File: config.mk
export PLATFORM = sky130hd
export DESIGN_NAME = issue_queue_integer
export DESIGN_NICKNAME = d
export VERILOG_FILES = /design/src/rtl/issue_queue_integer.sv
export SDC_FILE = /design/constraint.sdc
export NUM_CORES = 1
export LEC_CHECK = 0
export ABC_CLOCK_PERIOD_IN_PS = 12260
export BUFFER_PORTS_ARGS = -buffer_cell sky130_fd_sc_hd__buf_4
export CORE_UTILIZATION = 50
export DETAILED_ROUTE_END_ITERATION = 8
export PLACE_DENSITY_LB_ADDON = 0.2
export REMOVE_ABC_BUFFERS = 1
export SYNTH_ARGS = -nofsm -noshare
export SYNTH_HDL_FRONTEND = slang
export SYNTH_SLANG_ARGS = --single-unit
File: constraint.sdc
create_clock -name clk -period 12.26 [get_ports clk]
set_input_delay 0.613 -clock clk [delete_from_list [all_inputs] [get_ports clk]]
set_output_delay 0.613 -clock clk [all_outputs]
set_load 0.05 [all_outputs]
File: src/rtl/issue_queue_integer.sv
// -----------------------------------------------------------------------------
// issue_queue_integer
//
// Integer-pipe issue queue. Entries from the dispatch decoder wait here until
// both source operands are ready. The queue wakes them up from CDB broadcasts
// and sends the oldest ready entry to the integer ALU through a registered
// valid/ready issue stage.
//
// Storage is a collapsing queue. Slot 0 is the oldest entry, and slots
// 0..count-1 are occupied. When an entry issues, every slot above it shifts
// down by one.
//
// Ports:
//   clk, rst_n               clock (rising edge), async active-low reset
//   dispatch_en_integer      write one new entry this cycle
//   dispatch_opcode/rd_tag   opcode and destination tag of the new entry
//   dispatch_rs{1,2}_*       source tag / ready flag / data of the new entry
//   cdb_valid/tag/data       result broadcast used for wakeup and bypass
//   issue_ready              ALU accepts the issue register this cycle
//   issue_valid/opcode/...   registered issue stage towards the ALU
//   issueque_full_integer    queue holds DEPTH entries (back to the decoder)
// -----------------------------------------------------------------------------
module issue_queue_integer #(
    parameter int DEPTH  = 4,
    parameter int TAG_W  = 6,
    parameter int DATA_W = 32,
    parameter int OPC_W  = 4
) (
    input  logic              clk,
    input  logic              rst_n,
    input  logic              dispatch_en_integer,
    input  logic [OPC_W-1:0]  dispatch_opcode,
    input  logic [TAG_W-1:0]  dispatch_rd_tag,
    input  logic [TAG_W-1:0]  dispatch_rs1_tag,
    input  logic              dispatch_rs1_ready,
    input  logic [DATA_W-1:0] dispatch_rs1_data,
    input  logic [TAG_W-1:0]  dispatch_rs2_tag,
    input  logic              dispatch_rs2_ready,
    input  logic [DATA_W-1:0] dispatch_rs2_data,
    input  logic              cdb_valid,
    input  logic [TAG_W-1:0]  cdb_tag,
    input  logic [DATA_W-1:0] cdb_data,
    input  logic              issue_ready,
    output logic              issue_valid,
    output logic [OPC_W-1:0]  issue_opcode,
    output logic [DATA_W-1:0] issue_rs1_data,
    output logic [DATA_W-1:0] issue_rs2_data,
    output logic [TAG_W-1:0]  issue_rd_tag,
    output logic              issueque_full_integer
);

    localparam int CNT_W = $clog2(DEPTH + 1);

    typedef struct packed {
        logic [OPC_W-1:0]  opcode;
        logic [TAG_W-1:0]  rd_tag;
        logic [TAG_W-1:0]  rs1_tag;
        logic              rs1_ready;
        logic [DATA_W-1:0] rs1_data;
        logic [TAG_W-1:0]  rs2_tag;
        logic              rs2_ready;
        logic [DATA_W-1:0] rs2_data;
    } entry_t;

    entry_t           slot      [DEPTH];
    entry_t           woken     [DEPTH];
    entry_t           slot_next [DEPTH];
    entry_t           new_entry;
    entry_t           sel_entry;
    logic [CNT_W-1:0] count;
    logic [CNT_W-1:0] count_next;
    logic [CNT_W-1:0] wr_idx;
    logic [CNT_W-1:0] sel_idx;
    logic             sel_found;
    logic             full;
    logic             advance;
    logic             do_issue;
    logic             do_disp;

    // The full flag depends only on the registered count. It takes no credit
    // for an issue in the same cycle, so it can report full one cycle early.
    assign full                  = (count == CNT_W'(DEPTH));
    assign issueque_full_integer = full;
    assign advance               = !issue_valid || issue_ready;
    assign do_disp               = dispatch_en_integer && !full;
    assign do_issue              = advance && sel_found;

    // Select uses only the registered ready flags, so a wakeup becomes
    // selectable one cycle later. The loop scans downwards so that the
    // lowest (oldest) ready slot is the one that wins.
    always_comb begin
        sel_found = 1'b0;
        sel_idx   = '0;
        sel_entry = slot[0];
        for (int i = DEPTH - 1; i >= 0; i--) begin
            if (CNT_W'(i) < count && slot[i].rs1_ready && slot[i].rs2_ready) begin
                sel_found = 1'b1;
                sel_idx   = CNT_W'(i);
                sel_entry = slot[i];
            end
        end
    end

    // Build the incoming entry. A source that is not ready but matches the
    // CDB broadcast in the same cycle is stored as ready with the CDB data.
    // Without this bypass the entry would miss that broadcast and wait forever.
    always_comb begin
        new_entry.opcode    = dispatch_opcode;
        new_entry.rd_tag    = dispatch_rd_tag;
        new_entry.rs1_tag   = dispatch_rs1_tag;
        new_entry.rs1_ready = dispatch_rs1_ready;
        new_entry.rs1_data  = dispatch_rs1_data;
        new_entry.rs2_tag   = dispatch_rs2_tag;
        new_entry.rs2_ready = dispatch_rs2_ready;
        new_entry.rs2_data  = dispatch_rs2_data;
        if (cdb_valid && !dispatch_rs1_ready && dispatch_rs1_tag == cdb_tag) begin
            new_entry.rs1_ready = 1'b1;
            new_entry.rs1_data  = cdb_data;
        end
        if (cdb_valid && !dispatch_rs2_ready && dispatch_rs2_tag == cdb_tag) begin
            new_entry.rs2_ready = 1'b1;
            new_entry.rs2_data  = cdb_data;
        end
    end

    // Apply the wakeup before compaction. An entry that captures CDB data in
    // the same cycle it shifts down then carries that data into its new slot.
    always_comb begin
        for (int i = 0; i < DEPTH; i++) begin
            woken[i] = slot[i];
            if (cdb_valid && CNT_W'(i) < count) begin
                if (!slot[i].rs1_ready && slot[i].rs1_tag == cdb_tag) begin
                    woken[i].rs1_ready = 1'b1;
                    woken[i].rs1_data  = cdb_data;
                end
                if (!slot[i].rs2_ready && slot[i].rs2_tag == cdb_tag) begin
                    woken[i].rs2_ready = 1'b1;
                    woken[i].rs2_data  = cdb_data;
                end
            end
        end
    end

    // Compact the queue above the issued slot. The new entry is then written
    // just past the last surviving entry, so it lands at count-1 when an entry
    // leaves in the same cycle and at count otherwise.
    always_comb begin
        wr_idx     = count - CNT_W'(do_issue);
        count_next = count + CNT_W'(do_disp) - CNT_W'(do_issue);
        for (int i = 0; i < DEPTH; i++) begin
            slot_next[i] = woken[i];
        end
        for (int i = 0; i < DEPTH - 1; i++) begin
            if (do_issue && CNT_W'(i) >= sel_idx) begin
                slot_next[i] = woken[i + 1];
            end
        end
        for (int i = 0; i < DEPTH; i++) begin
            if (do_disp && CNT_W'(i) == wr_idx) begin
                slot_next[i] = new_entry;
            end
        end
    end

    // Queue storage and occupancy count.
    always_ff @(posedge clk or negedge rst_n) begin
        if (!rst_n) begin
            count <= '0;
            for (int i = 0; i < DEPTH; i++) begin
                slot[i] <= '0;
            end
        end else begin
            count <= count_next;
            for (int i = 0; i < DEPTH; i++) begin
                slot[i] <= slot_next[i];
            end
        end
    end

    // Issue register. It refills whenever it is empty or being accepted. If
    // nothing is ready at that point, the valid bit drops and the stale data
    // is left in place.
    always_ff @(posedge clk or negedge rst_n) begin
        if (!rst_n) begin
            issue_valid    <= 1'b0;
            issue_opcode   <= '0;
            issue_rs1_data <= '0;
            issue_rs2_data <= '0;
            issue_rd_tag   <= '0;
        end else if (advance) begin
            issue_valid <= sel_found;
            if (sel_found) begin
                issue_opcode   <= sel_entry.opcode;
                issue_rs1_data <= sel_entry.rs1_data;
                issue_rs2_data <= sel_entry.rs2_data;
                issue_rd_tag   <= sel_entry.rd_tag;
            end
        end
    end

endmodule
==> run metrics, run 1 <==
number of global-route vias before repair=21,000; worst skew pair latency=0.60 ns; n_diodes=0; Fin Hold WS=0.0433 ns; clock root cell=clkbuf_16; antenna violations before repair=2; Worst Clk Skew=0.0191 ns; total CTS buffers=49; top post-synthesis cells by area=dfrtp_1 (46%), mux2i_1 (9.7%), nand2_1 (4.7%); CTS tree=built; gpl congestion=0.845; Critical path buffers and inverters=2; clock sink count=430; Syn-to-layout area delta=14.6%; worst slew pin tran=1.28 ns; Post-route DRC=0; pin count of the biggest net entering global routing=104; Peak VDD IR=0.276 mV; max_slew headroom=14.7%; CTS Hold Bufs=0; most frequent cells in the layout=dfrtp_1 (430), nand2_1 (292), buf_4 (239); Multi-input gate area=11,900 sq um; post-route ant nets=0; Via density=6.55; Critical Path RT=12.67 ns; 1st-iter DRT viols=2,468; post-synth top area share=45.6%; post-layout util=58.1%; most used cell, CP=ha_1; Unique masters post-synth=50; Critical Path AT=6.48 ns; Fmax=0.165 GHz; die height=219 um; Final setup viols=0; I/O Pins=207; YS warnings=0; Avg Inst Size Synth=9.23 sq um; unrepaired setup endpoints after global routing=no; leakage=12.0 nW; Die X=219 um; fin crit period=6.06 ns; largest stage delay on the critical path=0.93 ns; core area=46,600 sq um; most area-hungry cell type in the Yosys netlist=dfrtp_1; clk slew on worst S/H paths=0.06 ns; first-pass GRT wire length=123,000 um; CP endpoint kind=register; Final Non-Filler Cells=3,267; Mapped Area=23,600 sq um; Nets=2,759; Placed Cells=3,177; H-tree depth=2; Post-CTS Resized=0; Post-DP Area=25,400 sq um; clock buffer depth=3; CP cell instances=inv_1 > ha_1 > nor2b_1 > nor3_2 > nor3_1 > nand2b_4 > inv_1 > ha_1 > ha_1 > or2_2 > nand2_1 > and4_4 > a211o_2 > and2_2 > a221oi_1; detailed-placement wirelength estimate=44,000 um; commonest non-fill, non-tap cell in the layout=dfrtp_1; ys async rst share=100%; outcome=completed; Gate Count Post-Synth=2,558; CP startpoint=count[2]; fillcell total=4,082; Post-synth EDFFs=0; pwr/cell area=349 nW/um^2; Starting Density=50.7%; Critical Path Start Type=register; final instance area=27,100 sq um; final wirelength=79,900 um; FP Rows=79; max-cap violation count=0; sequential share of the synthesized area=45.6%; Global Route Usage Sum=33.2%; share of layout cells above drive strength 1=17.8%; Top FF cell, synth=dfrtp_1; die area=48,100 sq um; drt first pass iters=8; fin. max-slew vios=0; highest-delay cell along the critical path=and4_4; category of the most critical setup path=reg -> reg; Final Hold Fails=0; Final period util=49.5%; Reg area=10,800 sq um; worst-path fanout max=80; post-CTS setup buffers=0; post-synthesis register bit count=430; gr ovfl total=0; Power, Total=9.44 mW; port bufs=206; Hold Crit Class=in -> async; reg-to-reg critical path startpoint=count[2]; vias=21,400; Avg WL per Cell=24.5 um; cell family with most CP delay=simple AND/OR/NAND/NOR gates
power breakdown:
group | leakage, nW | switching [mW] | total, mW | internal [mW]
clock network | 0.814 | 0.621 | 1.52 | 0.896
logic | 6.09 | 3.46 | 5.21 | 1.76
registers | 5.08 | 0.503 | 2.71 | 2.21
total | 12.0 | 4.58 | 9.44 | 4.86
cells by family (layout without fill, tap and decap cells):
kind of cell    after synthesis  count (layout)  share of synthesized area, %
buf+inv                     268             370                          4.61
fa+ha+maj                     7               7                         0.403
simple gates                702             702                          12.6
xor+xnor                     61              61                          2.26
mux                         316             316                          13.9
flops                       430             430                          45.6
compound gates              774             774                          20.7
synth_stat cells, types with 2 or more instances:
cell type,count
a221oi_1,34
nor3_1,12
mux2i_1,228
xnor2_1,10
buf_6,2
nor3b_1,2
a21oi_1,212
buf_8,3
nor2_1,238
nand3b_1,2
a211o_1,2
nor2b_1,3
nand4b_1,4
a31oi_1,108
nand2b_1,8
buf_1,24
ha_1,6
inv_1,40
o22ai_1,62
clkbuf_1,173
mux2_2,88
o21ai_0,219
nand4_1,4
and3_1,33
nor4_1,8
xor2_1,51
nand2_1,295
nand3_1,84
o221ai_1,64
a221oi_2,30
a211oi_1,32
o2bb2ai_1,2
a22oi_1,2
o21a_1,2
dfrtp_1,430
buf_2,26
and4b_1,2
per-layer routing:
layer  up-vias  wire length [um]  part of all wire, %  GRT usage, %
li1       9417                 -                    -             -
met1     10600             32100                   40          44.7
met5         -                23                0.029             0
met4         4              2800                  3.5          13.5
met3       194              7870                  9.8          6.29
met2      1190             37100                   46          52.4
sequential cells by signal, summed over array words and instances (netlist names):
register / flops
slot: 352
issue_rs1_data: 32
issue_rs2_data: 32
issue_rd_tag: 6
issue_opcode: 4
count: 3
issue_valid: 1
cell type report:
class,instances,area share (%)
multi-input combinational,1860,44.1
sequential,430,39.8
timing repair buffer,240,6.68
clock buffer,74,5.48
tap,607,2.81
clock inverter,16,0.606
inverter,40,0.555
metrics by stage:
step,setup TNS (ns),setup WS (ns)
after floorplan,-14.72,-0.431
after global placement,0,6.49
after detailed placement,0,6.30
after CTS,0,6.28
after global routing,0,5.78
final,0,6.20
worst paths after layout:
check / slack [ns] / cells past startpoint / end
setup / recovery: 6.20 / 15 / slot[332]
hold / removal: 0.04 / 1 / slot[184]
setup reg to reg: 6.20 / 15 / slot[332]
hold reg to reg: 0.48 / 2 / issue_rs2_data[9]
max in group asynchronous: 9.84 / 3 / slot[259]
min in group clk: 0.25 / 3 / slot[348]
(Power assumes the default switching activity.)
==> inputs of run 2 (changes only) <==
Settings changed: ABC_CLOCK_PERIOD_IN_PS 12260 to 6000.
Clock period 12.26 ns to 6 ns, I/O delays scaled along.
==> run metrics, run 2 (synthesized netlist as in run 1, its figures left out) <==
outcome=completed; reg-to-reg critical path startpoint=count[2]; worst reg2reg path depth=16 (+1); pwr/cell area=703 nW/um^2 (+100%); share of layout cells above drive strength 1=17.5% (-0.31 points); die area=48,100 sq um (unchanged); first-pass GRT wire length=123,000 um (unchanged); antenna violations before repair=1 (-1); Die X=219 um (unchanged); clock sink count=430 (unchanged); M3 GR Usage=6.21% (-0.083 points); reg2reg end=slot[104]; detailed-placement wirelength estimate=45,600 um (+3.6%); Reg area=10,800 sq um (unchanged); worst slew pin tran=1.21 ns (-0.0718 ns); Final setup viols=0 (unchanged); core area=46,600 sq um (unchanged); commonest non-fill, non-tap cell in the layout=dfrtp_1; Hold Path End=slot[195]; clock root cell=clkbuf_16; Final Hold Fails=0 (unchanged); Global Route Usage Sum=33.1% (-0.10 points); vias=21,400 (+0.29%); H-tree depth=2 (unchanged); global-route met1 utilization=45.2% (+0.54 points); clock buffer depth=3 (unchanged); total CTS buffers=48 (-2.0%); unrepaired setup endpoints after global routing=no; Critical path buffers and inverters=3 (+1); Critical Path RT=6.46 ns (-6.21 ns); cell family with most CP delay=simple AND/OR/NAND/NOR gates; max_slew headroom=19.5% (+4.8 points); gpl congestion=0.855 (+1.2%); max FFs per register=352 (unchanged); Syn-to-layout area delta=15.7%; Nets=2,790 (+1.1%); highest-delay cell along the critical path=nand3_2; Post-route DRC=0 (unchanged); hold path depth=3; CP cell instances=inv_1 > ha_1 > nor2b_1 > nor3_2 > nor3_1 > nand2b_4 > inv_1 > ha_1 > ha_1 > o211ai_2 > nand2_1 > nand4b_1 > buf_4 > nand3_2 > o22ai_1 > a211oi_1; Multi-input gate area=11,900 sq um (unchanged); fillcell total=4,002 (-2.0%); critical hold path startpoint=dispatch_rs2_data[19]; most frequent cells in the layout=dfrtp_1 (430), nand2_1 (292), buf_4 (242); CP endpoint kind=register; Via density=6.51 (-0.51%); largest stage delay on the critical path=0.92 ns (about the same); Critical Path Start Type=register; post-layout util=58.6% (+0.51 points); Biggest register=slot; Critical Path AT=5.14 ns (-1.34 ns); post-route ant nets=0 (unchanged); I/O Pins=207 (unchanged); most used cell, CP=ha_1; worst-path fanout max=32 (-60%); Starting Density=50.7% (unchanged); number of global-route vias before repair=21,000 (+0.30%); die height=219 um (unchanged); port bufs=206 (unchanged); Avg WL per Cell=24.3 um (-0.77%); FP Rows=79 (unchanged); Fmax=0.214 GHz (+30%); Hold Crit Class=in -> reg; max-cap violation count=0 (unchanged); final wirelength=79,900 um (about the same); drt first pass iters=8 (unchanged); busiest grt layer=met2; CTS tree=built; grt met2 use=51.6% (-0.77 points); clk slew on worst S/H paths=0.06 ns (about the same); fin crit period=4.68 ns (-1.38 ns); Fin Hold WS=0.0347 ns (-0.00866 ns); Worst Clk Skew=0.0225 ns (+0.00345 ns); r2r setup slk=1.32 ns (-4.88 ns); Final period util=78.0% (+29 points); 1st-iter DRT viols=2,854 (+16%); fin. max-slew vios=0 (unchanged); worst skew pair latency=0.60 ns (about the same); CP startpoint=count[2]; post-CTS setup buffers=0 (unchanged); gr ovfl total=0 (unchanged); pin count of the biggest net entering global routing=171 (+64%); leakage=12.1 nW (+0.77%); Peak VDD IR=0.600 mV (+120%); Power, Total=19.2 mW (+100%); category of the most critical setup path=reg -> reg; top flop regs=slot x352, issue_rs1_data x32, issue_rs2_data x32
## run 2: changes by cell type in the layout (fill, tap and decap cells not counted), sizes merged
cell,change
buf,+7
clkinv,-7
clkbuf,+4
bufinv,-2
clkinvlp,-2
diode,+1
dlygate4sd3,+25
## run 2: stage by stage
step | TNS [ns] | area (sq um) | worst slack, ns | instances
after floorplan | -2025.98 | 22700 | -6.69 | 2330
after global placement | 0 | 25500 | 1.66 | 3184
after detailed placement | 0 | 25500 | 1.48 | 3184
after CTS | 0 | 27300 | 1.42 | 3292
after global routing | 0 | 27300 | 1.09 | 3293
final | 0 | 27300 | 1.32 | 3293
## run 2: per-layer routing
metal | wire, um | share of wire, %
met5 | 0 | 0
met4 | 2670 | 3.3
met3 | 7670 | 9.6
met2 | 36900 | 46
met1 | 32700 | 41
## run 2: worst max path at each step
stage          depth (start not counted)  slack, ns        end
2_1_floorplan                         12      -6.69  slot[176]
3_3_place_gp                          15       1.66  slot[282]
3_5_place_dp                          16       1.48  slot[273]
4_1_cts                               16       1.42  slot[264]
5_1_grt                               15       1.09  slot[112]
6_report                              16       1.32  slot[104]
## run 2: layout make-up
class,instances,area share [%]
Sequential cell,430,39.4
Timing Repair Buffer,272,7.92
Inverter,40,0.550
Tap cell,607,2.78
Clock inverter,5,0.238
Antenna cell,1,0.00917
Clock buffer,78,5.36
Multi-Input combinational cell,1860,43.7
## run 2: repair_timing
item	4_1_cts	5_1_grt
hold buffers	25	0
hold endpoints to repair	201	0
gates resized for setup	0	0
setup endpoints to repair	0	0
## run 2: power breakdown
part	leakage [nW]	switching (mW)	internal [mW]
Sequential	5.08	1.01	4.52
Clock	0.750	1.23	1.70
Combinational	6.25	7.11	3.64
Total	12.1	9.35	9.86
## run 2: worst min-delay path: stages
cell and delay [ns]:
buf_4 0.12, o221ai_1 0.14, a21oi_1 0.04
